**src/rtl/cv32e40px_core_v_xif_pkg.sv**
```systemverilog
// Shared types for the coprocessor side of the CORE-V-XIF offload interface.
// Queue entries carry a fixed-width ID field so the entry type stays independent of the module parameters.
package cv32e40px_core_v_xif_pkg;

    localparam int unsigned X_ID_MAX_WIDTH = 8;

    typedef struct packed {
        logic [X_ID_MAX_WIDTH-1:0] id;
        logic [4:0]                rd;
        logic                      we;
        logic [9:0]                op;
        logic [1:0][31:0]          rs;
        logic                      committed;
        logic                      killed;
    } x_coproc_entry_t;

    typedef enum logic [1:0] {
        IDLE,
        EXEC,
        RESULT
    } x_coproc_state_e;

    // Execution-unit operation code: {funct7, funct3}
    function automatic logic [9:0] xif_op(input logic [31:0] instr);
        return {instr[31:25], instr[14:12]};
    endfunction

endpackage

```
**src/rtl/cv32e40px_x_instr_queue.sv**
```systemverilog
// In-order instruction FIFO whose entries can have their commit/kill flag set by transaction ID.
// Entries are registers rather than RAM because every entry is compared against the commit ID in parallel.
module cv32e40px_x_instr_queue
    import cv32e40px_core_v_xif_pkg::*;
#(
    parameter int unsigned DEPTH = 4
) (
    input  logic                      clk_i,
    input  logic                      rst_i,
    input  logic                      push_i,
    input  x_coproc_entry_t           push_entry_i,
    input  logic                      pop_i,
    input  logic                      upd_valid_i,
    input  logic [X_ID_MAX_WIDTH-1:0] upd_id_i,
    input  logic                      upd_kill_i,
    output x_coproc_entry_t           head_o,
    output logic                      full_o,
    output logic                      empty_o
);

    localparam int unsigned AW = $clog2(DEPTH);

    logic [AW:0]     r_wptr;
    logic [AW:0]     r_rptr;
    x_coproc_entry_t w_entries [DEPTH];
    x_coproc_entry_t w_push_entry;
    logic            w_upd_new;

    // A commit may target the instruction being enqueued in the same cycle
    assign w_upd_new = upd_valid_i && (upd_id_i == push_entry_i.id);

    always_comb begin
        w_push_entry           = push_entry_i;
        w_push_entry.committed = w_upd_new && !upd_kill_i;
        w_push_entry.killed    = w_upd_new && upd_kill_i;
    end

    always_ff @(posedge clk_i or posedge rst_i) begin
        if (rst_i) begin
            r_wptr <= '0;
            r_rptr <= '0;
        end else begin
            if (push_i) r_wptr <= r_wptr + (AW+1)'(1);
            if (pop_i)  r_rptr <= r_rptr + (AW+1)'(1);
        end
    end

    genvar gi;
    generate
        for (gi = 0; gi < DEPTH; gi++) begin : g_entry
            logic            r_valid;
            x_coproc_entry_t r_entry;

            always_ff @(posedge clk_i or posedge rst_i) begin
                if (rst_i) begin
                    r_valid <= 1'b0;
                    r_entry <= '0;
                end else if (push_i && (r_wptr[AW-1:0] == AW'(gi))) begin
                    r_valid <= 1'b1;
                    r_entry <= w_push_entry;
                end else begin
                    if (pop_i && (r_rptr[AW-1:0] == AW'(gi))) r_valid <= 1'b0;
                    if (upd_valid_i && r_valid && (r_entry.id == upd_id_i)) begin
                        if (upd_kill_i) r_entry.killed    <= 1'b1;
                        else            r_entry.committed <= 1'b1;
                    end
                end
            end

            assign w_entries[gi] = r_entry;
        end
    endgenerate

    assign head_o  = w_entries[r_rptr[AW-1:0]];
    assign empty_o = (r_wptr == r_rptr);
    assign full_o  = (r_wptr[AW] != r_rptr[AW]) && (r_wptr[AW-1:0] == r_rptr[AW-1:0]);

endmodule

```
**src/rtl/cv32e40px_x_coproc_if.sv**
```systemverilog
// Coprocessor responder for CORE-V-XIF: pre-decodes offloaded custom instructions, holds them until
// commit/kill, runs committed ones through a single-issue execution unit and returns the writeback.
module cv32e40px_x_coproc_if
    import cv32e40px_core_v_xif_pkg::*;
#(
    parameter int unsigned DEPTH      = 4,
    parameter logic [6:0]  OPCODE     = 7'h0B,
    parameter int unsigned X_ID_WIDTH = 4
) (
    input  logic                  clk_i,
    input  logic                  rst_i,
    input  logic                  issue_valid_i,
    output logic                  issue_ready_o,
    input  logic [31:0]           issue_req_instr_i,
    input  logic [1:0][31:0]      issue_req_rs_i,
    input  logic [1:0]            issue_req_rs_valid_i,
    input  logic [X_ID_WIDTH-1:0] issue_req_id_i,
    output logic                  issue_resp_accept_o,
    output logic                  issue_resp_writeback_o,
    output logic                  issue_resp_dualread_o,
    output logic                  issue_resp_loadstore_o,
    input  logic                  commit_valid_i,
    input  logic [X_ID_WIDTH-1:0] commit_id_i,
    input  logic                  commit_kill_i,
    output logic                  exe_valid_o,
    input  logic                  exe_ready_i,
    output logic [9:0]            exe_op_o,
    output logic [1:0][31:0]      exe_rs_o,
    input  logic                  exe_done_i,
    input  logic [31:0]           exe_data_i,
    output logic                  result_valid_o,
    input  logic                  result_ready_i,
    output logic [X_ID_WIDTH-1:0] result_id_o,
    output logic [4:0]            result_rd_o,
    output logic                  result_we_o,
    output logic [31:0]           result_data_o
);

    logic            w_accept;
    logic            w_writeback;
    logic            w_handshake;
    logic            w_push;
    logic            w_pop;
    logic            w_full;
    logic            w_empty;
    x_coproc_entry_t w_push_entry;
    x_coproc_entry_t w_head;
    x_coproc_state_e r_state;
    x_coproc_state_e w_state_next;

    logic [X_ID_WIDTH-1:0] r_exec_id;
    logic [4:0]            r_exec_rd;
    logic                  r_exec_we;
    logic                  r_result_valid;
    logic [X_ID_WIDTH-1:0] r_result_id;
    logic [4:0]            r_result_rd;
    logic                  r_result_we;
    logic [31:0]           r_result_data;

    assign w_accept    = (issue_req_instr_i[6:0] == OPCODE);
    assign w_writeback = w_accept && (issue_req_instr_i[11:7] != 5'd0);

    // Foreign instructions are always taken so the core can move on to the next coprocessor
    assign issue_ready_o = w_accept ? (!w_full && (&issue_req_rs_valid_i)) : 1'b1;
    assign w_handshake   = issue_valid_i && issue_ready_o;
    assign w_push        = w_handshake && w_accept;

    assign issue_resp_accept_o    = w_handshake && w_accept;
    assign issue_resp_writeback_o = w_handshake && w_writeback;
    assign issue_resp_dualread_o  = 1'b0;
    assign issue_resp_loadstore_o = 1'b0;

    always_comb begin
        w_push_entry    = '0;
        w_push_entry.id = X_ID_MAX_WIDTH'(issue_req_id_i);
        w_push_entry.rd = issue_req_instr_i[11:7];
        w_push_entry.we = w_writeback;
        w_push_entry.op = xif_op(issue_req_instr_i);
        w_push_entry.rs = issue_req_rs_i;
    end

    cv32e40px_x_instr_queue #(
        .DEPTH(DEPTH)
    ) u_queue (
        .clk_i        (clk_i),
        .rst_i        (rst_i),
        .push_i       (w_push),
        .push_entry_i (w_push_entry),
        .pop_i        (w_pop),
        .upd_valid_i  (commit_valid_i),
        .upd_id_i     (X_ID_MAX_WIDTH'(commit_id_i)),
        .upd_kill_i   (commit_kill_i),
        .head_o       (w_head),
        .full_o       (w_full),
        .empty_o      (w_empty)
    );

    assign exe_op_o = w_head.op;
    assign exe_rs_o = w_head.rs;

    always_comb begin
        w_state_next = r_state;
        w_pop        = 1'b0;
        exe_valid_o  = 1'b0;
        case (r_state)
            IDLE: begin
                // Killed heads are retired silently, one per cycle
                if (!w_empty && w_head.killed) begin
                    w_pop = 1'b1;
                end else if (!w_empty && w_head.committed) begin
                    exe_valid_o = 1'b1;
                    if (exe_ready_i) begin
                        w_pop        = 1'b1;
                        w_state_next = EXEC;
                    end
                end
            end
            EXEC:    if (exe_done_i)     w_state_next = RESULT;
            RESULT:  if (result_ready_i) w_state_next = IDLE;
            default: w_state_next = IDLE;
        endcase
    end

    always_ff @(posedge clk_i or posedge rst_i) begin
        if (rst_i) begin
            r_state        <= IDLE;
            r_exec_id      <= '0;
            r_exec_rd      <= '0;
            r_exec_we      <= 1'b0;
            r_result_valid <= 1'b0;
            r_result_id    <= '0;
            r_result_rd    <= '0;
            r_result_we    <= 1'b0;
            r_result_data  <= '0;
        end else begin
            r_state <= w_state_next;
            if (exe_valid_o && exe_ready_i) begin
                r_exec_id <= w_head.id[X_ID_WIDTH-1:0];
                r_exec_rd <= w_head.rd;
                r_exec_we <= w_head.we;
            end
            if (r_state == EXEC && exe_done_i) begin
                r_result_valid <= 1'b1;
                r_result_id    <= r_exec_id;
                r_result_rd    <= r_exec_rd;
                r_result_we    <= r_exec_we;
                r_result_data  <= exe_data_i;
            end else if (r_state == RESULT && result_ready_i) begin
                r_result_valid <= 1'b0;
            end
        end
    end

    assign result_valid_o = r_result_valid;
    assign result_id_o    = r_result_id;
    assign result_rd_o    = r_result_rd;
    assign result_we_o    = r_result_we;
    assign result_data_o  = r_result_data;

endmodule

```
**config.mk**
```make
export PLATFORM = sky130hd
export DESIGN_NAME = cv32e40px_x_coproc_if
export DESIGN_NICKNAME = d
export VERILOG_FILES = /design/src/rtl/cv32e40px_core_v_xif_pkg.sv /design/src/rtl/cv32e40px_x_instr_queue.sv /design/src/rtl/cv32e40px_x_coproc_if.sv
export SDC_FILE = /design/constraint.sdc
export NUM_CORES = 1
export LEC_CHECK = 0
export BUFFER_PORTS_ARGS = -buffer_cell sky130_fd_sc_hd__buf_2
export CORE_ASPECT_RATIO = 0.5
export CORE_MARGIN = 8
export CORE_UTILIZATION = 47
export CTS_BUF_LIST = sky130_fd_sc_hd__clkbuf_8
export CTS_CLUSTER_DIAMETER = 50
export DETAILED_ROUTE_END_ITERATION = 10
export GPL_ROUTABILITY_DRIVEN = 1
export GPL_TIMING_DRIVEN = 0
export PLACE_DENSITY = 0.77
export SETUP_SLACK_MARGIN = 0.5
export SYNTH_ARGS = -nofsm -noshare
export SYNTH_HDL_FRONTEND = slang
export SYNTH_SLANG_ARGS = --single-unit
```
**constraint.sdc**
```tcl
create_clock -name clk_i -period 14.1 [get_ports clk_i]
set_input_delay 1.41 -clock clk_i [delete_from_list [all_inputs] [get_ports clk_i]]
set_output_delay 1.41 -clock clk_i [all_outputs]
set_load 0.05 [all_outputs]
```
# Yosys cells after proc, flatten, opt, wreduce, memory -nomap -nowiden
# Index checks and enable logic that the tools add are counted.
[word_totals] inputBits=146 output_inout_bits=123 reg_bits=409 wordCells=174
[op_classes] order_cmp=1 eq_ne=26 add_sub_neg=2 reduce_logical=60 bitwise=1 mux=37
[op_table] cell="$bmux W90 S2" n=1
[op_table] cell="$mux W86" n=2
[op_table] cell="$logic_and A1 B1 Y1" n=30
[op_table] cell="$mux W2" n=13
[op_table] cell="$reduce_bool A2 Y1" n=13
[op_table] cell="$eq A4 B4 Y1" n=5
[op_table] cell="$mux W1" n=20
[op_table] cell="$reduce_and A2 Y1" n=9
[op_table] cell="$eq A2 B2 Y1 const B" n=5
[op_table] cell="$ne A2 B2 Y1 const B" n=5
[op_table] cell="$ne A2 B1 Y1 const B" n=4
[op_table] cell="$eq A7 B4 Y1 const B" n=1
[op_table] cell="$add A3 B1 Y3 const B" n=2
[op_table] cell="$eq A2 B1 Y1 const B" n=3
[op_table] cell="$logic_not A2 Y1" n=3
[op_table] cell="$pmux W2 S3" n=1
[op_table] cell="$reduce_and A5 Y1" n=1
[op_table] cell="$reduce_bool A5 Y1" n=1
[op_table] cell="$eq A3 B3 Y1" n=1
[op_table] cell="$ge A3 B3 Y1 const B" n=1
[op_table] cell="$logic_not A1 Y1" n=3
[op_table] cell="$not A2 Y3" n=1
[op_table] cell="$eq A2 B2 Y1" n=1
[op_table] cell="$ne A1 B1 Y1" n=1

# Depth between registers and ports, before layout
# Gate-level depths: netlist of run 1.
[logic_depth] word_depth=11 depth_mapped=7 depth_no_buf=5

# Modules after synthesis
# A second synthesis of run 1 with hierarchy kept.
[unflattened] hier_cells=1148 area_unflattened_um2=18791.8
[by_module_without_submodules] module="cv32e40px_x_instr_queue" instances=1 area_each_um2=16582.2 cells_each=1006 seq_area_each_um2=9258.9
[by_module_without_submodules] module="cv32e40px_x_coproc_if" instances=1 area_each_um2=2209.6 cells_each=142 seq_area_each_um2=1376.3

# Worst setup path after synthesis of run 1
# OpenSTA, ideal clock, no wires.
[synth_timing] path_type="input to output" from="input issue_req_instr_i[5]" to="output issue_resp_accept_o" path_stages=5 path_buffers=2 required_time_ns=12.690 setup_slack_ns=9.931 t_arrival_ns=2.759 cell_sequence="nor4b_2 and3_1 clkbuf_1 and2_1 clkbuf_1"
[synth_via] elab_chain_len=4
[synth_lines] item="start: declaration" line_no="cv32e40px_x_coproc_if.sv:14" text="input logic [31:0] issue_req_instr_i,"
[synth_lines] item="$eq A7 B4 Y1 *" line_no="cv32e40px_x_coproc_if.sv:60" text="assign w_accept = (issue_req_instr_i[6:0] == OPCODE);"
[synth_lines] item="$mux W1" line_no="cv32e40px_x_coproc_if.sv:64" text="assign issue_ready_o = w_accept ? (!w_full && (&issue_req_rs_valid_i)) : 1'b1;"
[synth_lines] item="$logic_and A1 B1 Y1" line_no="cv32e40px_x_coproc_if.sv:65" text="assign w_handshake = issue_valid_i && issue_ready_o;"
[synth_lines] item="$logic_and A1 B1 Y1 *" line_no="cv32e40px_x_coproc_if.sv:68" text="assign issue_resp_accept_o = w_handshake && w_accept;"
[synth_lines] item="end: declaration" line_no="cv32e40px_x_coproc_if.sv:18" text="output logic issue_resp_accept_o,"
# Every way passes the cells marked *; elsewhere a longest branch is shown, timed or not.

==> impl_results.html, run 1 <==
<table>
<tr><th>Metric</th><th>Value</th></tr>
<tr><th colspan="2">Outcome</th></tr>
<tr><td>Run status</td><td>complete, no violations</td></tr>
<tr><th colspan="2">Timing</th></tr>
<tr><td>Aggregate negative setup slack</td><td>0 ns</td></tr>
<tr><td>Final Setup Violations</td><td>0</td></tr>
<tr><td>Portion of the clock cycle consumed by the worst path in the final layout</td><td>0.3389</td></tr>
<tr><td>Worst clock skew on the final layout</td><td>0.01860 ns</td></tr>
<tr><td>Final hold violation count</td><td>0</td></tr>
<tr><td>Fin crit period</td><td>4.778 ns</td></tr>
<tr><td>Transition time of the tightest slew-check pin</td><td>0.7514 ns</td></tr>
<tr><td>Final Max Slew Viols</td><td>0</td></tr>
<tr><td>Fmax achieved</td><td>209.3 MHz</td></tr>
<tr><td>Rel. slew slack</td><td>0.4991</td></tr>
<tr><td>Setup repair after global routing missed its margin</td><td>false</td></tr>
<tr><th colspan="2">Worst setup path</th></tr>
<tr><td>Critical path capture point type</td><td>output pin</td></tr>
<tr><td>Startpoint type of the worst setup path</td><td>flop</td></tr>
<tr><td>Required time worst endpoint</td><td>12.69 ns</td></tr>
<tr><td>Data arrival time of the worst path</td><td>3.37 ns</td></tr>
<tr><td>Category of the most critical setup path</td><td>reg2out</td></tr>
<tr><td>Maximum net fanout on the critical path</td><td>10</td></tr>
<tr><th colspan="2">Power and ir drop</th></tr>
<tr><td>Switching pwr</td><td>503.4 uW</td></tr>
<tr><td>Switching Share</td><td>0.2247</td></tr>
<tr><td>Combinational group share of total power</td><td>0.035</td></tr>
<tr><td>Total internal power</td><td>1737 uW</td></tr>
<tr><td>Share of power burned in the clock network</td><td>0.436</td></tr>
<tr><td>Peak supply drop</td><td>0.05738 mV</td></tr>
<tr><td>Power per Cell Area</td><td>102.1 mW/mm2</td></tr>
<tr><td>Relative contribution of sequential cells to total power</td><td>0.529</td></tr>
<tr><td>Leak</td><td>0.01170 uW</td></tr>
<tr><th colspan="2">Layout</th></tr>
<tr><td>Register area</td><td>0.01023 mm2</td></tr>
<tr><td>Final nets</td><td>1635</td></tr>
<tr><td>Area added between synthesis and finish</td><td>17.55%</td></tr>
<tr><td>Layout Utilization</td><td>0.5622</td></tr>
<tr><td>Multi-input gate area in the final layout</td><td>0.007441 mm2</td></tr>
<tr><td>Post-route design area</td><td>0.02195 mm2</td></tr>
<tr><td>Fillers</td><td>3019</td></tr>
<tr><td>Layout cell share with drive strength beyond 1</td><td>0.6184</td></tr>
<tr><th colspan="2">Synth</th></tr>
<tr><td>EDFF count, synth</td><td>0</td></tr>
<tr><td>Leading area contributor after synthesis</td><td>sky130_fd_sc_hd__dfrtp_1</td></tr>
<tr><td>Synthesis-stage register bit count</td><td>409</td></tr>
<tr><td>Per-instance average area after synthesis</td><td>16.05 um2</td></tr>
<tr><td>Post-synthesis async set-or-reset flop share</td><td>1.000</td></tr>
<tr><td>Distinct cell type count of the synthesized netlist</td><td>41</td></tr>
<tr><td>Area share of the largest cell type after synthesis</td><td>0.5480</td></tr>
<tr><td>Primary flip-flop cell chosen by synthesis mapping</td><td>sky130_fd_sc_hd__dfrtp_1</td></tr>
<tr><td>Top cells by count, synth</td><td>sky130_fd_sc_hd__dfrtp_1, sky130_fd_sc_hd__mux2_2, sky130_fd_sc_hd__mux4_2</td></tr>
<tr><td>Count leader, synth</td><td>sky130_fd_sc_hd__dfrtp_1</td></tr>
<tr><td>Biggest area contributors in the synthesized netlist</td><td>sky130_fd_sc_hd__dfrtp_1, sky130_fd_sc_hd__mux2_2, sky130_fd_sc_hd__mux4_2</td></tr>
<tr><td>Sequential share of the synthesized area</td><td>0.5480</td></tr>
<tr><td>Yosys synthesis warning count</td><td>0</td></tr>
<tr><td>Synthesized cell area</td><td>0.01868 mm2</td></tr>
<tr><td>Number of instances in the synthesized netlist</td><td>1164</td></tr>
<tr><th colspan="2">Detailed routing</th></tr>
<tr><td>Iteration count of the initial detailed-routing pass</td><td>5</td></tr>
<tr><td>Routed vias</td><td>10994</td></tr>
<tr><td>DRC violation count after routing</td><td>0</td></tr>
<tr><td>Drt initial violations</td><td>476</td></tr>
<tr><td>Wirelength per Cell</td><td>21.62 um</td></tr>
<tr><td>ANT nets after route</td><td>0</td></tr>
<tr><td>Routed vias/inst</td><td>5.324</td></tr>
<tr><td>Total Wirelength</td><td>44.64 mm</td></tr>
<tr><th colspan="2">Placed design</th></tr>
<tr><td>IO buf count</td><td>252</td></tr>
<tr><td>Placer Congestion</td><td>0.8481</td></tr>
<tr><td>Placement-stage cell area</td><td>0.02069 mm2</td></tr>
<tr><td>Hpwl dp</td><td>31.97 mm</td></tr>
<tr><th colspan="2">Clock network</th></tr>
<tr><td>TritonCTS Buffers</td><td>59</td></tr>
<tr><td>Setup bufs post-CTS</td><td>0</td></tr>
<tr><td>Post-CTS clock slew at the launch and capture registers of the worst setup and hold paths</td><td>0.07 ns</td></tr>
<tr><td>Total clock sinks</td><td>409</td></tr>
<tr><td>CTS tree</td><td>yes</td></tr>
<tr><td>Clock latency on the worst-skew pair</td><td>0.61 ns</td></tr>
<tr><td>Cts hold-fix bufs</td><td>0</td></tr>
<tr><td>Clock Tree Root</td><td>sky130_fd_sc_hd__clkbuf_8</td></tr>
<tr><td>Htree depth</td><td>2</td></tr>
<tr><td>Number of buffers between clock root and the deepest sink</td><td>3</td></tr>
<tr><td>Cells resized by post-CTS repair</td><td>0</td></tr>
<tr><th colspan="2">Die</th></tr>
<tr><td>Die area</td><td>0.04676 mm2</td></tr>
<tr><td>Number of standard-cell rows in the floorplan</td><td>51</td></tr>
<tr><td>I/O pin count</td><td>269</td></tr>
<tr><td>Area of the core</td><td>0.03905 mm2</td></tr>
<tr><td>Die outline width</td><td>297.9 um</td></tr>
<tr><td>Height of the die</td><td>157.0 um</td></tr>
<tr><td>Initial core utilization</td><td>0.4782</td></tr>
<tr><th colspan="2">GRT</th></tr>
<tr><td>Remaining global-route overflow</td><td>0</td></tr>
<tr><td>Global-route wire length before repair</td><td>69.27 mm</td></tr>
<tr><td>Vias in the first global route</td><td>12422</td></tr>
<tr><td>Total track usage</td><td>0.1860</td></tr>
<tr><td>Largest net degree at the start of global routing</td><td>133</td></tr>
<tr><td>Number of antenna violations at the first check in global routing</td><td>11</td></tr>
<tr><th colspan="2">Run</th></tr>
<tr><td>Max Cap Violations</td><td>0</td></tr>
<tr><th colspan="2">Min path</th></tr>
<tr><td>Worst min-delay path class</td><td>reg2reg</td></tr>
</table>
[per-layer routing]
layer  GRT usage  routed length (um)  vias to the layer above
met4     0.07871                1491                        2
li1            -                   -                     4846
met1      0.2170               17550                     5806
met2      0.3405               24100                      233
met3     0.03208                1496                      107
met5           0                   8                        -
[per-stage QoR]
step	total power [uW]	setup slack (ns)	instances	hold WS, ns
6_report	2240	9.322	2065	0.4994
5_1_grt	2326	9.217	2065	0.5136
4_1_cts	2267	9.281	2055	0.5023
3_5_place_dp	1286	9.593	1950	0.4876
3_3_place_gp	1277	-1.674	1947	0.4809
2_1_floorplan	1244	1.310	1165	0.4584
[path summary, 6_finish.rpt]
check                                                           start                                          to  slack [ns]  cells after the start
setup / recovery                        u_queue.r_rptr[1]$_DFFE_PP0N_                                exe_rs_o[17]        9.32                      6
min in group asynchronous                                       rst_i  u_queue.g_entry[0].r_entry[16]$_DFFE_PP0P_        0.89                      2
hold / removal             u_queue.g_entry[2].r_entry[54]$_DFFE_PP0P_  u_queue.g_entry[2].r_entry[54]$_DFFE_PP0P_        0.50                      1
setup reg to reg                        u_queue.r_rptr[1]$_DFFE_PP0N_               u_queue.r_rptr[1]$_DFFE_PP0N_       11.32                      6
max in group asynchronous                                       rst_i  u_queue.g_entry[2].r_entry[77]$_DFFE_PP0P_       12.14                      3
hold reg to reg            u_queue.g_entry[2].r_entry[54]$_DFFE_PP0P_  u_queue.g_entry[2].r_entry[54]$_DFFE_PP0P_        0.50                      1
[cell families (layout without fill, tap and decap cells)]
family	after synthesis	after routing	synth area share
AND/OR/NAND/NOR	56	56	0.01702
flip-flops	409	409	0.5480
buffers and inverters	156	516	0.05379
multiplexers	485	485	0.3538
XOR/XNOR	24	24	0.01125
AO/OA/AOI/OAI	25	25	0.01058
adder cells (fa/ha/maj)	8	8	0.005360
other	1	12	0.0002008
[layout by cell type (no fill, tap or decap), drive strengths merged]
cell	synthesis	final
nor2	4	4
and3	5	5
or3	1	1
mux2i	8	8
nor2b	7	7
nand3	9	9
clkinv	0	5
diode	0	10
mux2	391	391
nand2b	1	1
a222oi	2	2
mux4	86	86
a41oi	4	4
inv	13	33
nor3	5	5
nor3b	1	1
xor2	12	12
bufinv	0	2
buf	123	378
nor4b	1	1
and3b	1	1
or2	1	1
dfrtp	409	409
a21oi	3	3
a31oi	5	5
a22o	4	4
nand4	4	4
o31a	1	1
nand2	11	11
xnor2	12	12
and2	2	2
a221o	1	1
a311oi	1	1
a2111oi	2	2
or4	3	3
clkbuf	20	98
o21ai	2	2
ha	8	8
conb	1	2
[flip-flops by register name (all words and copies together), names as in the netlist]
signal / cells
u_queue.r_rptr: 3
result_data_o: 32
r_state: 2
r_exec_id: 4
r_exec_rd: 5
u_queue.r_wptr: 3
result_we_o: 1
u_queue.g_entry.r_valid: 4
r_exec_we: 1
u_queue.g_entry.r_entry: 344
result_rd_o: 5
result_valid_o: 1
result_id_o: 4
[power by group through the flow]
stage               registers, uW  clock network, uW  logic [uW]
finish                       1190                977        77.5
detailed placement           1210                  0        78.8
floorplan                    1210                  0        37.0
global route                 1190               1050        87.4
global placement             1210                  0        69.6
CTS                          1190               1000        79.2
[final cells by class]
type / count / area share
Inverter: 13 / 0.002565
Multi-Input combinational cell: 600 / 0.3389
Antenna cell: 10 / 0.001140
Tap cell: 530 / 0.03021
Buffer: 143 / 0.04354
Clock inverter: 27 / 0.007295
Timing Repair Buffer: 255 / 0.06121
Clock buffer: 78 / 0.04890
Sequential cell: 409 / 0.4662
[critical path, cell delays in order (launching register included)]
cell,delay [ns]
sky130_fd_sc_hd__dfrtp_1,0.41
sky130_fd_sc_hd__buf_2,0.32
sky130_fd_sc_hd__buf_1,0.61
sky130_fd_sc_hd__clkbuf_1,0.62
sky130_fd_sc_hd__mux4_2,0.44
sky130_fd_sc_hd__buf_4,0.15
sky130_fd_sc_hd__buf_2,0.20
Power figures use the tool's default switching activity.
==> run 2, diff against run 1 <==
Clock period 14.1 ns to 4.75 ns, I/O delays scaled along.
==> impl_results.html, run 2 (same netlist as run 1, synthesis figures left out) <==
<table>
<tr><th>Metric</th><th>Value</th></tr>
<tr><th colspan="2">Clock network</th></tr>
<tr><td>Clock Tree Root</td><td>sky130_fd_sc_hd__clkbuf_8</td></tr>
<tr><td>Post-CTS clock slew at the launch and capture registers of the worst setup and hold paths</td><td>0.06 ns (about the same)</td></tr>
<tr><td>Htree depth</td><td>2 (unchanged)</td></tr>
<tr><td>Cells resized by post-CTS repair</td><td>0 (unchanged)</td></tr>
<tr><td>Total clock sinks</td><td>409 (unchanged)</td></tr>
<tr><td>Number of buffers between clock root and the deepest sink</td><td>3 (unchanged)</td></tr>
<tr><td>TritonCTS Buffers</td><td>59 (unchanged)</td></tr>
<tr><td>Clock latency on the worst-skew pair</td><td>0.63 ns (+0.02 ns)</td></tr>
<tr><td>CTS tree</td><td>yes</td></tr>
<tr><td>Setup bufs post-CTS</td><td>0 (unchanged)</td></tr>
<tr><td>Cts hold-fix bufs</td><td>0 (unchanged)</td></tr>
<tr><th colspan="2">Layout</th></tr>
<tr><td>Layout Utilization</td><td>0.5633 (+0.001121)</td></tr>
<tr><td>Register bank with the most flops</td><td>u_queue.g_entry.r_entry</td></tr>
<tr><td>Leading cell type in the layout, fill and taps excluded</td><td>sky130_fd_sc_hd__dfrtp_1</td></tr>
<tr><td>Area added between synthesis and finish</td><td>17.78%</td></tr>
<tr><td>Max reg flops</td><td>344 (unchanged)</td></tr>
<tr><td>Layout cell share with drive strength beyond 1</td><td>0.6193 (+0.0009353)</td></tr>
<tr><td>Number of non-filler instances in the completed layout</td><td>2070 (+0.24%)</td></tr>
<tr><td>Final nets</td><td>1641 (+0.37%)</td></tr>
<tr><td>Most frequent cells in the layout</td><td>sky130_fd_sc_hd__dfrtp_1, sky130_fd_sc_hd__mux2_2, sky130_fd_sc_hd__buf_2, sky130_fd_sc_hd__mux4_2</td></tr>
<tr><th colspan="2">Timing</th></tr>
<tr><td>Rel. slew slack</td><td>0.3581 (-0.1409)</td></tr>
<tr><td>Fmax achieved</td><td>252.5 MHz</td></tr>
<tr><td>Worst clock skew on the final layout</td><td>0.03595 ns (+0.01735 ns)</td></tr>
<tr><td>Final Setup Violations</td><td>0 (unchanged)</td></tr>
<tr><td>Portion of the clock cycle consumed by the worst path in the final layout</td><td>0.8337</td></tr>
<tr><td>Setup repair after global routing missed its margin</td><td>false</td></tr>
<tr><td>Smallest setup slack after layout</td><td>0.7901 ns (-8.532 ns)</td></tr>
<tr><td>Hold Worst Slack</td><td>0.07495 ns (-0.4245 ns)</td></tr>
<tr><td>Final Max Slew Viols</td><td>0 (unchanged)</td></tr>
<tr><td>Transition time of the tightest slew-check pin</td><td>0.9608 ns (+0.2094 ns)</td></tr>
<tr><td>Fin crit period</td><td>3.960 ns</td></tr>
<tr><td>Final hold violation count</td><td>0 (unchanged)</td></tr>
<tr><td>Aggregate negative setup slack</td><td>0 ns (unchanged)</td></tr>
<tr><th colspan="2">Die</th></tr>
<tr><td>Area of the core</td><td>0.03905 mm2 (unchanged)</td></tr>
<tr><td>Height of the die</td><td>157.0 um (unchanged)</td></tr>
<tr><td>Number of standard-cell rows in the floorplan</td><td>51 (unchanged)</td></tr>
<tr><td>Die area</td><td>0.04676 mm2 (unchanged)</td></tr>
<tr><td>Die outline width</td><td>297.9 um (unchanged)</td></tr>
<tr><td>I/O pin count</td><td>269 (unchanged)</td></tr>
<tr><td>Initial core utilization</td><td>0.4782 (unchanged)</td></tr>
<tr><th colspan="2">Worst setup path</th></tr>
<tr><td>Category of the most critical setup path</td><td>reg2out</td></tr>
<tr><td>Startpoint type of the worst setup path</td><td>flop</td></tr>
<tr><td>Maximum net fanout on the critical path</td><td>10 (unchanged)</td></tr>
<tr><td>Critical path capture point type</td><td>output pin</td></tr>
<tr><td>Cell count of the worst reg-to-reg path</td><td>6 (unchanged)</td></tr>
<tr><td>Data arrival time of the worst path</td><td>3.48 ns (+0.11 ns)</td></tr>
<tr><td>Required time worst endpoint</td><td>4.28 ns (-8.41 ns)</td></tr>
<tr><th colspan="2">Min path</th></tr>
<tr><td>Worst min-delay path class</td><td>in2async</td></tr>
<tr><th colspan="2">Placed design</th></tr>
<tr><td>Placement-stage worst setup slack</td><td>1.472 ns (-8.121 ns)</td></tr>
<tr><td>Hpwl dp</td><td>32.12 mm (+0.45%)</td></tr>
<tr><td>IO buf count</td><td>252 (unchanged)</td></tr>
<tr><td>DP Cell Count</td><td>1956 (+0.31%)</td></tr>
<tr><td>Placer Congestion</td><td>0.8282 (-2.3%)</td></tr>
<tr><th colspan="2">Power and ir drop</th></tr>
<tr><td>Peak supply drop</td><td>0.1742 mV (+200%)</td></tr>
<tr><td>Leak</td><td>0.01173 uW (+0.24%)</td></tr>
<tr><td>Power per Cell Area</td><td>298.5 mW/mm2 (+190%)</td></tr>
<tr><th colspan="2">Detailed routing</th></tr>
<tr><td>Routed vias/inst</td><td>5.357 (+0.63%)</td></tr>
<tr><td>Routed vias</td><td>11090 (+0.87%)</td></tr>
<tr><td>Wirelength per Cell</td><td>21.36 um (-1.2%)</td></tr>
<tr><td>Drt initial violations</td><td>584 (+23%)</td></tr>
<tr><td>DRC violation count after routing</td><td>0 (unchanged)</td></tr>
<tr><td>Total Wirelength</td><td>44.21 mm (-0.97%)</td></tr>
<tr><td>Iteration count of the initial detailed-routing pass</td><td>4 (-1)</td></tr>
<tr><td>ANT nets after route</td><td>0 (unchanged)</td></tr>
<tr><th colspan="2">Run</th></tr>
<tr><td>Max Cap Violations</td><td>0 (unchanged)</td></tr>
<tr><th colspan="2">GRT</th></tr>
<tr><td>Number of antenna violations at the first check in global routing</td><td>6 (-5)</td></tr>
<tr><td>Total track usage</td><td>0.1869 (+0.0009079)</td></tr>
<tr><td>Remaining global-route overflow</td><td>0 (unchanged)</td></tr>
<tr><td>Global-route wire length before repair</td><td>70.14 mm (+1.3%)</td></tr>
<tr><td>Vias in the first global route</td><td>12681 (+2.1%)</td></tr>
<tr><td>Largest net degree at the start of global routing</td><td>48 (-64%)</td></tr>
<tr><th colspan="2">Outcome</th></tr>
<tr><td>Run status</td><td>complete, no violations</td></tr>
</table>
## run 2: worst paths after layout
path / startpoint / endpoint / slack (ns)
setup / recovery: u_queue.r_rptr[1]$_DFFE_PP0N_ / exe_op_o[9] / 0.79
hold / removal: rst_i / result_data_o[13]$_DFFE_PP0P_ / 0.07
setup reg to reg: u_queue.r_rptr[1]$_DFFE_PP0N_ / u_queue.r_rptr[1]$_DFFE_PP0N_ / 1.86
hold reg to reg: u_queue.g_entry[2].r_entry[74]$_DFFE_PP0P_ / u_queue.g_entry[2].r_entry[74]$_DFFE_PP0P_ / 0.50
max in group asynchronous: rst_i / u_queue.g_entry[1].r_entry[7]$_DFFE_PP0P_ / 3.62
min in group clk_i: result_ready_i / r_state[1]$_DFFE_PP0P_ / 0.08
## run 2: final cells by class
cell class / count / area, um2
inverter: 13 / 52.55
antenna: 6 / 15.01
clock inverter: 31 / 133.9
clock buffer: 77 / 1060
timing repair buffer: 261 / 1441
tap: 530 / 663.1
sequential: 409 / 10230
buffer: 143 / 955.9
multi-input combinational: 600 / 7441
fill: 3073 / 17060
## run 2: critical path, cell delays in order (launching register included)
cell and delay [ns]:
sky130_fd_sc_hd__dfrtp_1 0.41, sky130_fd_sc_hd__buf_2 0.31, sky130_fd_sc_hd__buf_1 0.68, sky130_fd_sc_hd__clkbuf_1 0.66, sky130_fd_sc_hd__mux4_2 0.44, sky130_fd_sc_hd__buf_4 0.15
sky130_fd_sc_hd__buf_2 0.20
## run 2: metrics by stage
stage | cell area, um2 | total power (uW)
final | 22000 | 6566
after CTS | 21980 | 6651
after detailed placement | 20790 | 3827
after floorplan | 18680 | 3693
after global placement | 20610 | 3792
after global routing | 22000 | 6848
## run 2: metal layers
metal	vias to the layer above	GRT usage	part of all wire	wire length (um)
li1	4850	-	-	-
met1	5910	0.2169	0.39	17210
met2	239	0.3508	0.55	24320
met3	91	0.03098	0.035	1568
met4	0	0.06586	0.025	1112
met5	-	0	0	0
## run 2: power by group
part | leakage (uW) | switching [uW] | total, uW | internal (uW)
combinational | 0.00533 | 145 | 238 | 93.1
sequential | 0.00570 | 14.7 | 3520 | 3510
clock | 0.000703 | 1360 | 2810 | 1450
total | 0.0117 | 1520 | 6570 | 5050
==> run 3, diff against run 2 <==
Clock period 4.75 ns to 3.81 ns, I/O delays scaled along.
==> impl_results.html, run 3 (same netlist as run 1, synthesis figures left out) <==
<table>
<tr><th>Metric</th><th>Value</th></tr>
<tr><th colspan="2">Placed design</th></tr>
<tr><td>IO buf count</td><td>252 (unchanged)</td></tr>
<tr><td>Hpwl dp</td><td>32.12 mm (unchanged)</td></tr>
<tr><td>DP Cell Count</td><td>1956 (unchanged)</td></tr>
<tr><td>Placement-stage worst setup slack</td><td>0.6256 ns (-0.8460 ns)</td></tr>
<tr><td>Placer Congestion</td><td>0.8282 (unchanged)</td></tr>
<tr><th colspan="2">Worst setup path</th></tr>
<tr><td>Maximum net fanout on the critical path</td><td>10 (unchanged)</td></tr>
<tr><td>Required time worst endpoint</td><td>3.43 ns (-0.85 ns)</td></tr>
<tr><td>Data arrival time of the worst path</td><td>2.88 ns (-0.60 ns)</td></tr>
<tr><td>Slack of the worst reg-to-reg path</td><td>1.23 ns (-0.63 ns)</td></tr>
<tr><td>Critical path capture point type</td><td>output pin</td></tr>
<tr><td>Category of the most critical setup path</td><td>reg2out</td></tr>
<tr><td>Startpoint type of the worst setup path</td><td>flop</td></tr>
<tr><th colspan="2">Power and ir drop</th></tr>
<tr><td>Power per Cell Area</td><td>362.3 mW/mm2 (+21%)</td></tr>
<tr><td>Leak</td><td>0.01208 uW (+3.0%)</td></tr>
<tr><td>Peak supply drop</td><td>0.2173 mV (+25%)</td></tr>
<tr><th colspan="2">Min path</th></tr>
<tr><td>Worst min-delay path class</td><td>in2reg</td></tr>
<tr><th colspan="2">GRT</th></tr>
<tr><td>Global-route wire length before repair</td><td>72.03 mm (+2.7%)</td></tr>
<tr><td>Vias in the first global route</td><td>13123 (+3.5%)</td></tr>
<tr><td>Largest net degree at the start of global routing</td><td>48 (unchanged)</td></tr>
<tr><td>Remaining global-route overflow</td><td>0 (unchanged)</td></tr>
<tr><td>Total track usage</td><td>0.1914 (+0.004436)</td></tr>
<tr><td>Number of antenna violations at the first check in global routing</td><td>7 (+1)</td></tr>
<tr><th colspan="2">Detailed routing</th></tr>
<tr><td>Routed vias</td><td>11326 (+2.1%)</td></tr>
<tr><td>Total Wirelength</td><td>45.27 mm (+2.4%)</td></tr>
<tr><td>DRC violation count after routing</td><td>0 (unchanged)</td></tr>
<tr><td>Wirelength per Cell</td><td>21.10 um (-1.2%)</td></tr>
<tr><td>Routed vias/inst</td><td>5.278 (-1.5%)</td></tr>
<tr><td>ANT nets after route</td><td>0 (unchanged)</td></tr>
<tr><td>Iteration count of the initial detailed-routing pass</td><td>4 (unchanged)</td></tr>
<tr><td>Drt initial violations</td><td>563 (-3.6%)</td></tr>
<tr><th colspan="2">Timing</th></tr>
<tr><td>Final hold violation count</td><td>0 (unchanged)</td></tr>
<tr><td>Hold Worst Slack</td><td>0.04428 ns (-0.03067 ns)</td></tr>
<tr><td>Smallest setup slack after layout</td><td>0.5513 ns (-0.2389 ns)</td></tr>
<tr><td>Fin crit period</td><td>3.259 ns</td></tr>
<tr><td>Portion of the clock cycle consumed by the worst path in the final layout</td><td>0.8553</td></tr>
<tr><td>Transition time of the tightest slew-check pin</td><td>0.9529 ns (-0.007818 ns)</td></tr>
<tr><td>Rel. slew slack</td><td>0.3634 (+0.005223)</td></tr>
<tr><td>Worst clock skew on the final layout</td><td>0.03579 ns (-0.0001615 ns)</td></tr>
<tr><td>Fmax achieved</td><td>306.9 MHz</td></tr>
<tr><td>Final Setup Violations</td><td>0 (unchanged)</td></tr>
<tr><td>Setup repair after global routing missed its margin</td><td>true</td></tr>
<tr><td>Final Max Slew Viols</td><td>0 (unchanged)</td></tr>
<tr><th colspan="2">Layout</th></tr>
<tr><td>Number of non-filler instances in the completed layout</td><td>2146 (+3.7%)</td></tr>
<tr><td>Final nets</td><td>1715 (+4.5%)</td></tr>
<tr><td>Area added between synthesis and finish</td><td>22.11%</td></tr>
<tr><td>Register bank with the most flops</td><td>u_queue.g_entry.r_entry</td></tr>
<tr><td>Layout cell share with drive strength beyond 1</td><td>0.5970 (-0.02228)</td></tr>
<tr><td>Leading cell type in the layout, fill and taps excluded</td><td>sky130_fd_sc_hd__dfrtp_1</td></tr>
<tr><td>Most frequent cells in the layout</td><td>sky130_fd_sc_hd__dfrtp_1, sky130_fd_sc_hd__mux2_2, sky130_fd_sc_hd__buf_2, sky130_fd_sc_hd__mux4_2, sky130_fd_sc_hd__buf_4</td></tr>
<tr><td>Max reg flops</td><td>344 (unchanged)</td></tr>
<tr><th colspan="2">Clock network</th></tr>
<tr><td>Clock Tree Root</td><td>sky130_fd_sc_hd__clkbuf_8</td></tr>
<tr><td>CTS tree</td><td>yes</td></tr>
<tr><td>Clock latency on the worst-skew pair</td><td>0.63 ns (about the same)</td></tr>
<tr><td>Htree depth</td><td>2 (unchanged)</td></tr>
<tr><td>Number of buffers between clock root and the deepest sink</td><td>3 (unchanged)</td></tr>
<tr><td>TritonCTS Buffers</td><td>59 (unchanged)</td></tr>
<tr><td>Post-CTS clock slew at the launch and capture registers of the worst setup and hold paths</td><td>0.07 ns (about the same)</td></tr>
<tr><td>Total clock sinks</td><td>409 (unchanged)</td></tr>
<tr><th colspan="2">Die</th></tr>
<tr><td>Height of the die</td><td>157.0 um (unchanged)</td></tr>
<tr><td>I/O pin count</td><td>269 (unchanged)</td></tr>
<tr><td>Initial core utilization</td><td>0.4782 (unchanged)</td></tr>
<tr><td>Number of standard-cell rows in the floorplan</td><td>51 (unchanged)</td></tr>
<tr><td>Die area</td><td>0.04676 mm2 (unchanged)</td></tr>
<tr><td>Die outline width</td><td>297.9 um (unchanged)</td></tr>
<tr><td>Area of the core</td><td>0.03905 mm2 (unchanged)</td></tr>
<tr><th colspan="2">Outcome</th></tr>
<tr><td>Run status</td><td>complete, no violations</td></tr>
<tr><th colspan="2">Run</th></tr>
<tr><td>Max Cap Violations</td><td>0 (unchanged)</td></tr>
</table>
## run 3: layer usage
layer / vias to the layer above / global-route usage / routed length [um] / share of wire
met5: - / 0 / 0 / 0
met4: 0 / 0.06746 / 1098 / 0.024
met3: 89 / 0.03153 / 1405 / 0.031
met2: 208 / 0.3592 / 24970 / 0.55
met1: 6015 / 0.2221 / 17800 / 0.39
li1: 5014 / - / - / -
## run 3: repair_timing
item	4_1_cts	5_1_grt
resized for setup	18	10
setup endpoints to repair	69	58
hold buffers	74	0
endpoints found under the hold margin	186	0
buffers inserted	0	0
pin swaps	0	0
## run 3: worst paths after layout
path | cells past startpoint | startpoint | end
worst max-delay path | 6 | u_queue.r_rptr[1]$_DFFE_PP0N_ | exe_op_o[9]
worst min-delay path | 2 | issue_req_instr_i[30] | u_queue.g_entry[3].r_entry[74]$_DFFE_PP0P_
worst max register to register | 6 | u_queue.r_wptr[1]$_DFFE_PP0P_ | u_queue.g_entry[0].r_entry[4]$_DFFE_PP0P_
worst min register to register | 1 | result_rd_o[0]$_DFFE_PP0P_ | result_rd_o[0]$_DFFE_PP0P_
max in group asynchronous | 5 | rst_i | u_queue.g_entry[1].r_entry[7]$_DFFE_PP0P_
min in group asynchronous | 3 | rst_i | result_data_o[20]$_DFFE_PP0P_
## run 3: per-stage QoR
step,util,cell area [um2],setup TNS (ns),total power [uW]
final,0.5840,22810,0,8261
after detailed placement,0.5323,20790,0,4771
after CTS,0.5827,22760,0,8355
after global placement,0.5277,20610,-1510.25,4728
after floorplan,-,18680,-851.80,4604
after global routing,0.5839,22800,0,8612
## run 3: power by group
part / total [uW] / internal (uW) / switching [uW]
sequential: 4390 / 4370 / 18.4
combinational: 362 / 166 / 196
clock: 3510 / 1800 / 1710
total: 8260 / 6340 / 1920
## run 3: layout make-up
class	count	area, um2
diodes	8	20.02
plain buffers	143	1012
clock buffers	77	1060
clock inverters	31	133.9
fillers	2997	16250
inverters	13	52.55
multi-input cells	600	7447
flip-flops and latches	409	10230
well taps	530	663.1
repair buffers	335	2182
## run 3: critical path, stage by stage, from the launching register on
cell and delay, ns:
sky130_fd_sc_hd__dfrtp_1 0.41, sky130_fd_sc_hd__buf_2 0.32, sky130_fd_sc_hd__buf_2 0.39, sky130_fd_sc_hd__buf_2 0.38
sky130_fd_sc_hd__mux4_2 0.39, sky130_fd_sc_hd__buf_4 0.15, sky130_fd_sc_hd__buf_2 0.20
